## config.mk

```make
export PLATFORM = sky130hd
export DESIGN_NAME = alu_reservation_station
export DESIGN_NICKNAME = d
export VERILOG_FILES = /design/src/rtl/alu_reservation_station.sv
export SDC_FILE = /design/constraint.sdc
export NUM_CORES = 1
export LEC_CHECK = 0
export ABC_AREA = 1
export ABC_CLOCK_PERIOD_IN_PS = 6800
export BUFFER_PORTS_ARGS = -buffer_cell sky130_fd_sc_hd__buf_4
export CAP_MARGIN = 20
export CORE_MARGIN = 1.5
export CORE_UTILIZATION = 58
export DETAILED_ROUTE_END_ITERATION = 12
export GPL_TIMING_DRIVEN = 1
export PLACE_DENSITY = 0.78
export RECOVER_POWER = 100
export SETUP_SLACK_MARGIN = 0.05
export SLEW_MARGIN = 0
export SYNTH_ARGS = -nofsm -noshare
export SYNTH_HDL_FRONTEND = slang
export SYNTH_SLANG_ARGS = --single-unit
```

## constraint.sdc

```tcl
create_clock -name CLK -period 6.8 [get_ports CLK]
set_clock_uncertainty 0.2 [all_clocks]
set_input_delay 0 -clock CLK [delete_from_list [all_inputs] [get_ports CLK]]
set_output_delay 0 -clock CLK [all_outputs]
set_load 0.05 [all_outputs]
```

## src/rtl/alu_reservation_station.sv

```systemverilog
// alu_reservation_station: oldest-ready-first ALU issue buffer with writeback wakeup; ALU_RS_BYPASS_EN adds dispatch->issue bypass.
// Latency: dispatch->issue 1 cycle (0 with ALU_RS_BYPASS_EN), wakeup->issue 1 cycle.
// Backpressure: dispatch_ready low while full; the selected entry is held until issue_ready.
module alu_reservation_station #(
  parameter int RS_DEPTH     = 4,
  parameter int WAKEUP_PORTS = 3
) (
  input  logic                      CLK,
  input  logic                      RST,
  input  logic                      dispatch_valid,
  input  logic [47:0]               dispatch_struct,
  output logic                      dispatch_ready,
  input  logic [WAKEUP_PORTS-1:0]   wakeup_valid,
  input  logic [6*WAKEUP_PORTS-1:0] wakeup_tag,
  output logic                      issue_valid,
  output logic [3:0]                issue_op,
  output logic                      issue_itype,
  output logic [5:0]                issue_source_0_tag,
  output logic [5:0]                issue_source_1_tag,
  output logic [5:0]                issue_dest_tag,
  output logic [15:0]               issue_imm16,
  output logic [4:0]                issue_ROB_index,
  input  logic                      issue_ready,
  input  logic                      flush
);
  localparam int CW = $clog2(RS_DEPTH + 1);
  localparam int IW = $clog2(RS_DEPTH);

  typedef struct packed {
    logic       needed;
    logic       ready;
    logic [5:0] tag;
  } src_t;

  typedef struct packed {
    logic [3:0]  op;
    logic        itype;
    src_t        src0;
    src_t        src1;
    logic [5:0]  dest;
    logic [15:0] imm16;
    logic [4:0]  rob;
  } rs_entry_t;

  rs_entry_t       ent   [RS_DEPTH];
  rs_entry_t       ent_w [RS_DEPTH+1];
  rs_entry_t       ent_n [RS_DEPTH];
  rs_entry_t       disp_w;
  logic [CW-1:0]   count, count_n, wr_idx;
  logic [IW-1:0]   sel_idx;
  logic            st_any, byp, st_fire, byp_fire, accept_wr;
  logic [43:0]     iss_bits;

  function automatic src_t wake_src(input src_t s, input logic [WAKEUP_PORTS-1:0] v,
                                    input logic [6*WAKEUP_PORTS-1:0] t);
    src_t r;
    r = s;
    for (int p = 0; p < WAKEUP_PORTS; p++)
      if (v[p] && s.needed && (s.tag == t[6*p +: 6])) r.ready = 1'b1;
    return r;
  endfunction

  function automatic rs_entry_t wake(input rs_entry_t e, input logic [WAKEUP_PORTS-1:0] v,
                                     input logic [6*WAKEUP_PORTS-1:0] t);
    rs_entry_t r;
    r      = e;
    r.src0 = wake_src(e.src0, v, t);
    r.src1 = wake_src(e.src1, v, t);
    return r;
  endfunction

  function automatic logic is_rdy(input rs_entry_t e);
    return (!e.src0.needed || e.src0.ready) && (!e.src1.needed || e.src1.ready);
  endfunction

  function automatic logic [43:0] pick(input rs_entry_t e);
    return {e.op, e.itype, e.src0.tag, e.src1.tag, e.dest, e.imm16, e.rob};
  endfunction

  assign disp_w = wake(rs_entry_t'(dispatch_struct), wakeup_valid, wakeup_tag);

  always_comb begin
    for (int i = 0; i < RS_DEPTH; i++) ent_w[i] = wake(ent[i], wakeup_valid, wakeup_tag);
    ent_w[RS_DEPTH] = '0;
  end

  // Descending scan so the lowest (oldest) ready index wins.
  always_comb begin
    st_any  = 1'b0;
    sel_idx = '0;
    for (int i = RS_DEPTH - 1; i >= 0; i--) begin
      if ((i < int'(count)) && is_rdy(ent[i])) begin
        st_any  = 1'b1;
        sel_idx = IW'(i);
      end
    end
  end

  assign dispatch_ready = !RST && (int'(count) < RS_DEPTH);

`ifdef ALU_RS_BYPASS_EN
  assign byp = dispatch_valid && dispatch_ready && !flush && !st_any && is_rdy(disp_w);
`else
  assign byp = 1'b0;
`endif

  assign issue_valid = !RST && !flush && (st_any || byp);

  always_comb begin
    iss_bits = '0;
    if (issue_valid) iss_bits = st_any ? pick(ent[sel_idx]) : pick(disp_w);
  end

  assign {issue_op, issue_itype, issue_source_0_tag, issue_source_1_tag,
          issue_dest_tag, issue_imm16, issue_ROB_index} = iss_bits;

  // Collapse above the fired slot, then drop the (already woken) dispatch packet at the tail.
  always_comb begin
    st_fire   = issue_valid && issue_ready && st_any;
    byp_fire  = issue_valid && issue_ready && !st_any;
    accept_wr = dispatch_valid && dispatch_ready && !flush && !byp_fire;
    wr_idx    = count - CW'(st_fire);
    count_n   = count + CW'(accept_wr) - CW'(st_fire);
    for (int i = 0; i < RS_DEPTH; i++) begin
      ent_n[i] = (st_fire && (i >= int'(sel_idx))) ? ent_w[i+1] : ent_w[i];
      if (accept_wr && (i == int'(wr_idx))) ent_n[i] = disp_w;
    end
  end

  always_ff @(posedge CLK) begin
    if (RST) begin
      count <= '0;
      for (int i = 0; i < RS_DEPTH; i++) ent[i] <= '0;
    end else if (flush) begin
      count <= '0;
    end else begin
      count <= count_n;
      for (int i = 0; i < RS_DEPTH; i++) ent[i] <= ent_n[i];
    end
  end

endmodule

```

==> impl_metrics.csv, run 1 <==
group,metric,value,unit
outcome,status,"complete, but fails checks",
outcome,violations,"max-capacitance violations, max-slew violations",
logic_synthesis,postSynthAreaPerCell,6.87,um2
min_path,whs_path_depth,4,
clocking,path_clk_slew,0.07,ns
worst_setup_path,reg2reg_depth,15,
clocking,cts_buffer_depth,2,
logic_synthesis,syn_nets,2028,
power_and_ir_drop,p_sw_share,27.2,%
clocking,clk_latency,0.44,ns
clocking,holdBufCountCts,50,
final_layout,n_antenna_cell,0,
timing,setup_slack,1.38,ns
final_layout,drive_above_1_share,6.51,%
timing,relSlewSlack,-97.6,%
timing,worst_slew_pin_slew,2.96,ns
final_layout,syn_to_final_growth,13.8,%
floorplan,die_w,155,um
power_and_ir_drop,p_switching,0.789,mW
clocking,cts_setup_buffers,0,
power_and_ir_drop,intPower,2.11,mW
placement,port-buffer-count,119,
power_and_ir_drop,p_clk_share,36.6,%
power_and_ir_drop,pwr-share-seq,49.6,%
logic_synthesis,yosys_warnings,0,
placement,dp_slack,2.01,ns
logic_synthesis,synthesis.area,0.0134,mm2
drt,drt-initial-drc-count,1703,
global_routing,grt_pass1_wl,73000,um
final_layout,fin_nets,2111,
worst_setup_path,r2r-end,"ent[1][44]",
floorplan,die_area,0.0240,mm2
min_path,hp-class,"in2reg",
power_and_ir_drop,powerDensity,190,mW/mm2
drt,wl,47300,um
placement,hpwlAfterDp,31000,um
power_and_ir_drop,ir_drop,173,uV
timing,setup_viol,0,
clocking,cts-root-buf,"clkbuf_16",
flow_run,max_cap_viol_count,9,
placement,dp.cells,2245,
worst_setup_path,crit_required,6.71,ns
global_routing,grt_pass1_vias,12854,
logic_synthesis,syn_inst,1949,
floorplan,die_h,155,um
power_and_ir_drop,p_leak,6.95,nW
logic_synthesis,synth_cell_type_count,30,
timing,fin_crit,5.42,ns
logic_synthesis,ys_ff_latch,195,
timing,finalCritPeriodShare,79.8,%
global_routing,grt_max_degree,111,
placement,place.gp.congestion,1.04,
clocking,cts_made_buffers,17,
clocking,cts_tree,"yes",
global_routing,overflow,0,
drt,drc,0,
timing,fmax,184,MHz
drt,drt_pass1_iterations,6,
worst_setup_path,reg2reg_slack,1.38,ns
logic_synthesis,seq_area_frac_synth,43.5,%
worst_setup_path,cp-start-kind,"flop",
worst_setup_path,cp.arrival,5.33,ns
min_path,min_from,"RST",
worst_setup_path,crit_path_end_kind,"flop",
global_routing,antenna_found_initial,1,
clocking,cts_resized,0,
timing,finalSetupTns,0,ns
global_routing,global_route.usage.total,40.2,%
timing,slew_viol_final,394,
worst_setup_path,timing.rr.start,"count[1]",
drt,vias,13718,
clocking,cts.sinks,195,
floorplan,start_util,59.2,%
drt,antenna_left,0,
drt,via_per_inst,5.89,
power_and_ir_drop,power_frac_comb,13.8,%
clocking,htreeDepth,4,
timing,hold_viol,0,
floorplan,core,0.0226,mm2
timing,rsz0062_at_grt,"no",
floorplan,rows,55,
worst_setup_path,crit_fanout,47,
min_path,whs_endpoint,"count[1]",
final_layout,fillerInstances,1983,
worst_setup_path,path_class,"reg2reg",
floorplan,top_level_ports,120,
final_layout,stdcell_count,2329,
drt,wl_per_cell,20.3,um
worst_setup_path,cp-startpoint,"count[1]",
per-stage QoR:
step / utilization [%] / power [mW] / area (um2) / hold slack [ns]
6_report: 67.4 / 2.90 / 15300 / 0.0143
5_1_grt: 67.4 / 2.99 / 15300 / 0.0673
4_1_cts: 68.1 / 2.90 / 15400 / 0.0246
3_5_place_dp: 63.1 / 1.83 / 14300 / 0.107
3_3_place_gp: 63.1 / 1.82 / 14300 / 0.103
2_1_floorplan: - / 1.68 / 13400 / -0.0215
cells in the mapped netlist (all sizes together):
master,instances,share of area [%]
nor2,232,6.6
edfxtp,192,43
nand2,783,22
a22oi,1,0.056
clkbuf,58,1.6
buf,64,2.6
xor2,3,0.20
o211ai,2,0.11
ha,4,0.37
fa,1,0.15
nor3,6,0.26
dfxtp,3,0.45
xnor2,51,3.3
clkinv,4,0.11
nand4,6,0.28
a31oi,1,0.047
o21ai,74,2.8
inv,148,4.1
nand3b,1,0.056
a21oi,61,2.3
nand3,254,9.6
state kept, by name (all words and copies together) (netlist names):
signal,cells
count,3
ent,192
cell usage in the layout (no fill, tap or decap), drive strengths merged:
cell type | netlist | routed
nand4 | 6 | 6
clkinv | 4 | 10
xnor2 | 51 | 51
dlygate4sd3 | 0 | 50
a22oi | 1 | 1
xor2 | 3 | 3
ha | 4 | 4
inv | 148 | 153
bufinv | 0 | 3
nand3b | 1 | 1
fa | 1 | 1
edfxtp | 192 | 192
o21ai | 74 | 74
o211ai | 2 | 2
buf | 64 | 85
a21oi | 61 | 61
clkbuf | 58 | 68
dfxtp | 3 | 3
nand2 | 783 | 783
a31oi | 1 | 1
nor2 | 232 | 232
nor3 | 6 | 6
nand3 | 254 | 254
kinds of logic (layout without fill, tap and decap cells):
logic type	count (synthesis)	count (layout)	synth area share, %
compound gates	139	139	5.26
xor+xnor	54	54	3.53
fa+ha+maj	5	5	0.523
buf+inv	274	369	8.44
flops	195	195	43.5
simple gates	1282	1282	38.8
routing by layer:
metal,up-vias,wire (um),GRT usage (%)
li1,6385,-,-
met1,6191,17600,53.0
met2,972,21600,64.6
met3,168,6020,8.11
met4,2,2040,18.1
met5,-,13,0
worst max-delay path by stage:
stage | endpoint | slack (ns) | depth (start not counted)
floorplan | ent[0][0] | 1.82 | 15
global route | ent[2][42] | 0.95 | 13
CTS | ent[1][12] | 1.99 | 15
detailed placement | ent[1][44] | 2.01 | 15
global placement | ent[1][4] | 2.15 | 15
finish | ent[1][44] | 1.38 | 15
cell type report:
cell class	instances	area [um2]	area share, %
Multi-Input combinational cell	1480	6490	42.6
Tap cell	285	357	2.34
Inverter	152	571	3.74
Sequential cell	195	5830	38.2
Clock inverter	14	193	1.26
Timing Repair Buffer	186	1390	9.09
Clock buffer	17	425	2.79
critical path: stages (launching register included):
cell and delay, ns:
dfxtp_1 0.39, inv_1 0.09, ha_1 0.23, inv_1 0.09, nand3_1 0.14, nand2_1 0.18
clkinv_1 0.08, nand2_1 0.11, nand4_1 0.10, inv_1 0.08, ha_1 0.11, inv_1 0.05
nor3_2 0.38, nand2_1 1.19, a21oi_4 1.13, buf_4 0.48
power groups by stage:
stage / Clock [mW] / Combinational (mW) / Sequential (mW)
after floorplan: 0 / 0.235 / 1.44
after CTS: 1.07 / 0.393 / 1.43
final: 1.06 / 0.401 / 1.44
after global placement: 0 / 0.366 / 1.46
after detailed placement: 0 / 0.368 / 1.46
after global routing: 1.11 / 0.438 / 1.44
No activity file was read; power rests on OpenSTA's default activity.
==> run 2: changes to the inputs <==
--- a/config.mk
+++ b/config.mk
@@ -6,7 +6,7 @@
 export NUM_CORES = 1
 export LEC_CHECK = 0
 export ABC_AREA = 1
-export ABC_CLOCK_PERIOD_IN_PS = 6800
+export ABC_CLOCK_PERIOD_IN_PS = 5630
 export BUFFER_PORTS_ARGS = -buffer_cell sky130_fd_sc_hd__buf_4
 export CAP_MARGIN = 20
 export CORE_MARGIN = 1.5
==> constraint.sdc (replaced) <==
create_clock -name CLK -period 5.63 [get_ports CLK]
set_clock_uncertainty 0.2 [all_clocks]
set_input_delay 0 -clock CLK [delete_from_list [all_inputs] [get_ports CLK]]
set_output_delay 0 -clock CLK [all_outputs]
set_load 0.05 [all_outputs]
==> run 2 against run 1 <==
The flow still finishes with violations (max-capacitance violations, max-slew violations). Sequential power grew 21%. Sequential cell count is the same. Hold slack gained 0.012 ns. Sequential share of layout area shrank 0.16 points. Final area grew 0.41%. Routed wire length shrank 0.82%. Count of clock-buffer cells in the layout is the same. Non-clock buffer count grew 2. Critical path depth shrank 2. Final cell count is essentially flat. Critical path type is now reg2out.
==> impl_metrics.csv, run 2 (synthesis gave the netlist of run 1 again) <==
group,metric,value,unit
drt,drc,0,
global_routing,overflow,0,
clocking,cts_resized,0,
outcome,status,"complete, but fails checks",
floorplan,die_w,155,um
clocking,htreeDepth,4,
final_layout,n_antenna_cell,0,
clocking,cts-root-buf,"clkbuf_16",
final_layout,top_register,"ent",
final_layout,largest_reg_flops,192,
timing,worst_slew_pin_slew,2.38,ns
clocking,cts_buffer_depth,2,
final_layout,final_common_cell,"nand2_1",
worst_setup_path,cp-start-kind,"flop",
global_routing,global_route.usage.total,39.6,%
worst_setup_path,crit_path_frequent_cell,"nand2_1",
worst_setup_path,cp-startpoint,"ent[3][34]",
clocking,cts_made_buffers,17,
timing,rsz0062_at_grt,"no",
final_layout,reg_top3,"ent x192, count x3",
floorplan,die_area,0.0240,mm2
timing,finalSetupTns,0,ns
clocking,cts.sinks,195,
global_routing,grt_pass1_vias,13070,
timing,finalCritPeriodShare,84.1,%
outcome,violations,"max-capacitance violations, max-slew violations",
clocking,path_clk_slew,0.07,ns
final_layout,syn_to_final_growth,14.3,%
clocking,cts_tree,"yes",
floorplan,die_h,155,um
flow_run,max_cap_viol_count,4,
drt,antenna_left,0,
placement,port-buffer-count,119,
floorplan,core,0.0226,mm2
final_layout,final_cell_mix,"nand2_1, nand3_1, nor2_1, edfxtp_1, inv_1",
drt,drt-initial-drc-count,1483,
drt,vias,13807,
worst_setup_path,crit_path_end_kind,"output pin",
timing,relSlewSlack,-58.8,%
min_path,hp-class,"in2reg",
power_and_ir_drop,ir_drop,218,uV
final_layout,drive_above_1_share,7.58,%
placement,hpwlAfterDp,29900,um
floorplan,rows,55,
global_routing,antenna_found_initial,0,
power_and_ir_drop,p_leak,7.03,nW
worst_setup_path,cp.arrival,4.53,ns
worst_setup_path,reg2reg_depth,14,
worst_setup_path,slowest_delay,1.21,ns
clocking,holdBufCountCts,50,
timing,slew_viol_final,141,
worst_setup_path,r2r-end,"ent[2][12]",
global_routing,grt_pass1_wl,72600,um
timing,fmax,211,MHz
worst_setup_path,path_cells,"nand2_1, nand2_1, nor2_1, nand2_1, nand2_1, nand2_4, inv_1, clkbuf_2, nand2_1, nand3_1, nand2_1, nor2_1, buf_4",
worst_setup_path,timing.rr.start,"count[2]",
drt,drt_pass1_iterations,6,
drt,wl,46900,um
clocking,clk_latency,0.44,ns
worst_setup_path,slowest_stage,"inv_1",
placement,place.gp.congestion,1.02,
timing,setup_viol,0,
clocking,cts_setup_buffers,0,
worst_setup_path,crit_fanout,47,
timing,hold_viol,0,
drt,wl_per_cell,20.1,um
worst_setup_path,crit_required,5.43,ns
timing,fin_crit,4.73,ns
floorplan,top_level_ports,120,
power_and_ir_drop,powerDensity,226,mW/mm2
final_layout,fillerInstances,2041,
worst_setup_path,path_class,"reg2out",
worst_setup_path,reg2reg_slack,1.07,ns
final_layout,fin_nets,2113,
drt,via_per_inst,5.92,
worst_setup_path,crit_end,"issue_imm16[11]",
power_and_ir_drop,finalPower,3.46,mW
global_routing,grt_max_degree,65,
floorplan,start_util,59.2,%
==> run 2: cell types whose count changed in the layout (fill, tap and decap cells not counted), sizes merged <==
cell | previous run | this run
inv | 153 | 154
buf | 85 | 106
clkbuf | 68 | 49
clkinv | 10 | 9
bufinv | 3 | 1
clkinvlp | 0 | 2
==> run 2: routing by layer <==
| layer | GRT usage (%) | vias to the layer above | share of wire [%] |
|---|---|---|---|
| li1 | - | 6393 | - |
| met1 | 51.8 | 6266 | 37 |
| met2 | 64.5 | 977 | 46 |
| met3 | 6.88 | 171 | 12 |
| met4 | 18.5 | 0 | 4.2 |
| met5 | 0 | - | 0 |
==> run 2: final cells by class <==
class                   count  area, um2  area share, %
repair buffers            188       1480           9.67
inverters                 152        571           3.73
flip-flops and latches    195       5830           38.0
clock buffers              17        425           2.78
multi-input cells        1480       6490           42.4
well taps                 285        357           2.33
clock inverters            14        166           1.09
==> run 2: worst min path at each step <==
stage / from / to / cells past startpoint
after global placement: dispatch_struct[7] / ent[2][7] / 3
final: dispatch_struct[41] / ent[2][41] / 7
after detailed placement: dispatch_struct[46] / ent[0][46] / 3
after global routing: dispatch_struct[41] / ent[2][41] / 7
after floorplan: RST / dispatch_ready / 1
after CTS: dispatch_struct[41] / ent[2][41] / 7
==> run 2: report_power, final <==
part	switching, mW	leakage (nW)	internal, mW
Combinational	0.317	4.72	0.169
Clock	0.603	0.284	0.633
Sequential	0.0642	2.03	1.67
==> run 2: stage by stage <==
| step | cells | instance area (um2) | util, % | hold WS (ns) | setup WS (ns) |
|---|---|---|---|---|---|
| floorplan | 1949 | 13400 | - | -0.0215 | 0.649 |
| global placement | 2247 | 14300 | 63.2 | 0.101 | 1.78 |
| detailed placement | 2249 | 14400 | 63.4 | 0.104 | 1.76 |
| CTS | 2330 | 15500 | 68.3 | 0.00425 | 1.51 |
| global route | 2331 | 15300 | 67.6 | 0.0951 | 0.577 |
| finish | 2331 | 15300 | 67.6 | 0.0263 | 0.896 |
==> run 2: worst max-delay path, delay by kind of cell (launching register included) <==
family	cells	cell delay, ns
AND/OR/NAND/NOR	10	1.34
flip-flops	1	0.54
buffers and inverters	3	2.15
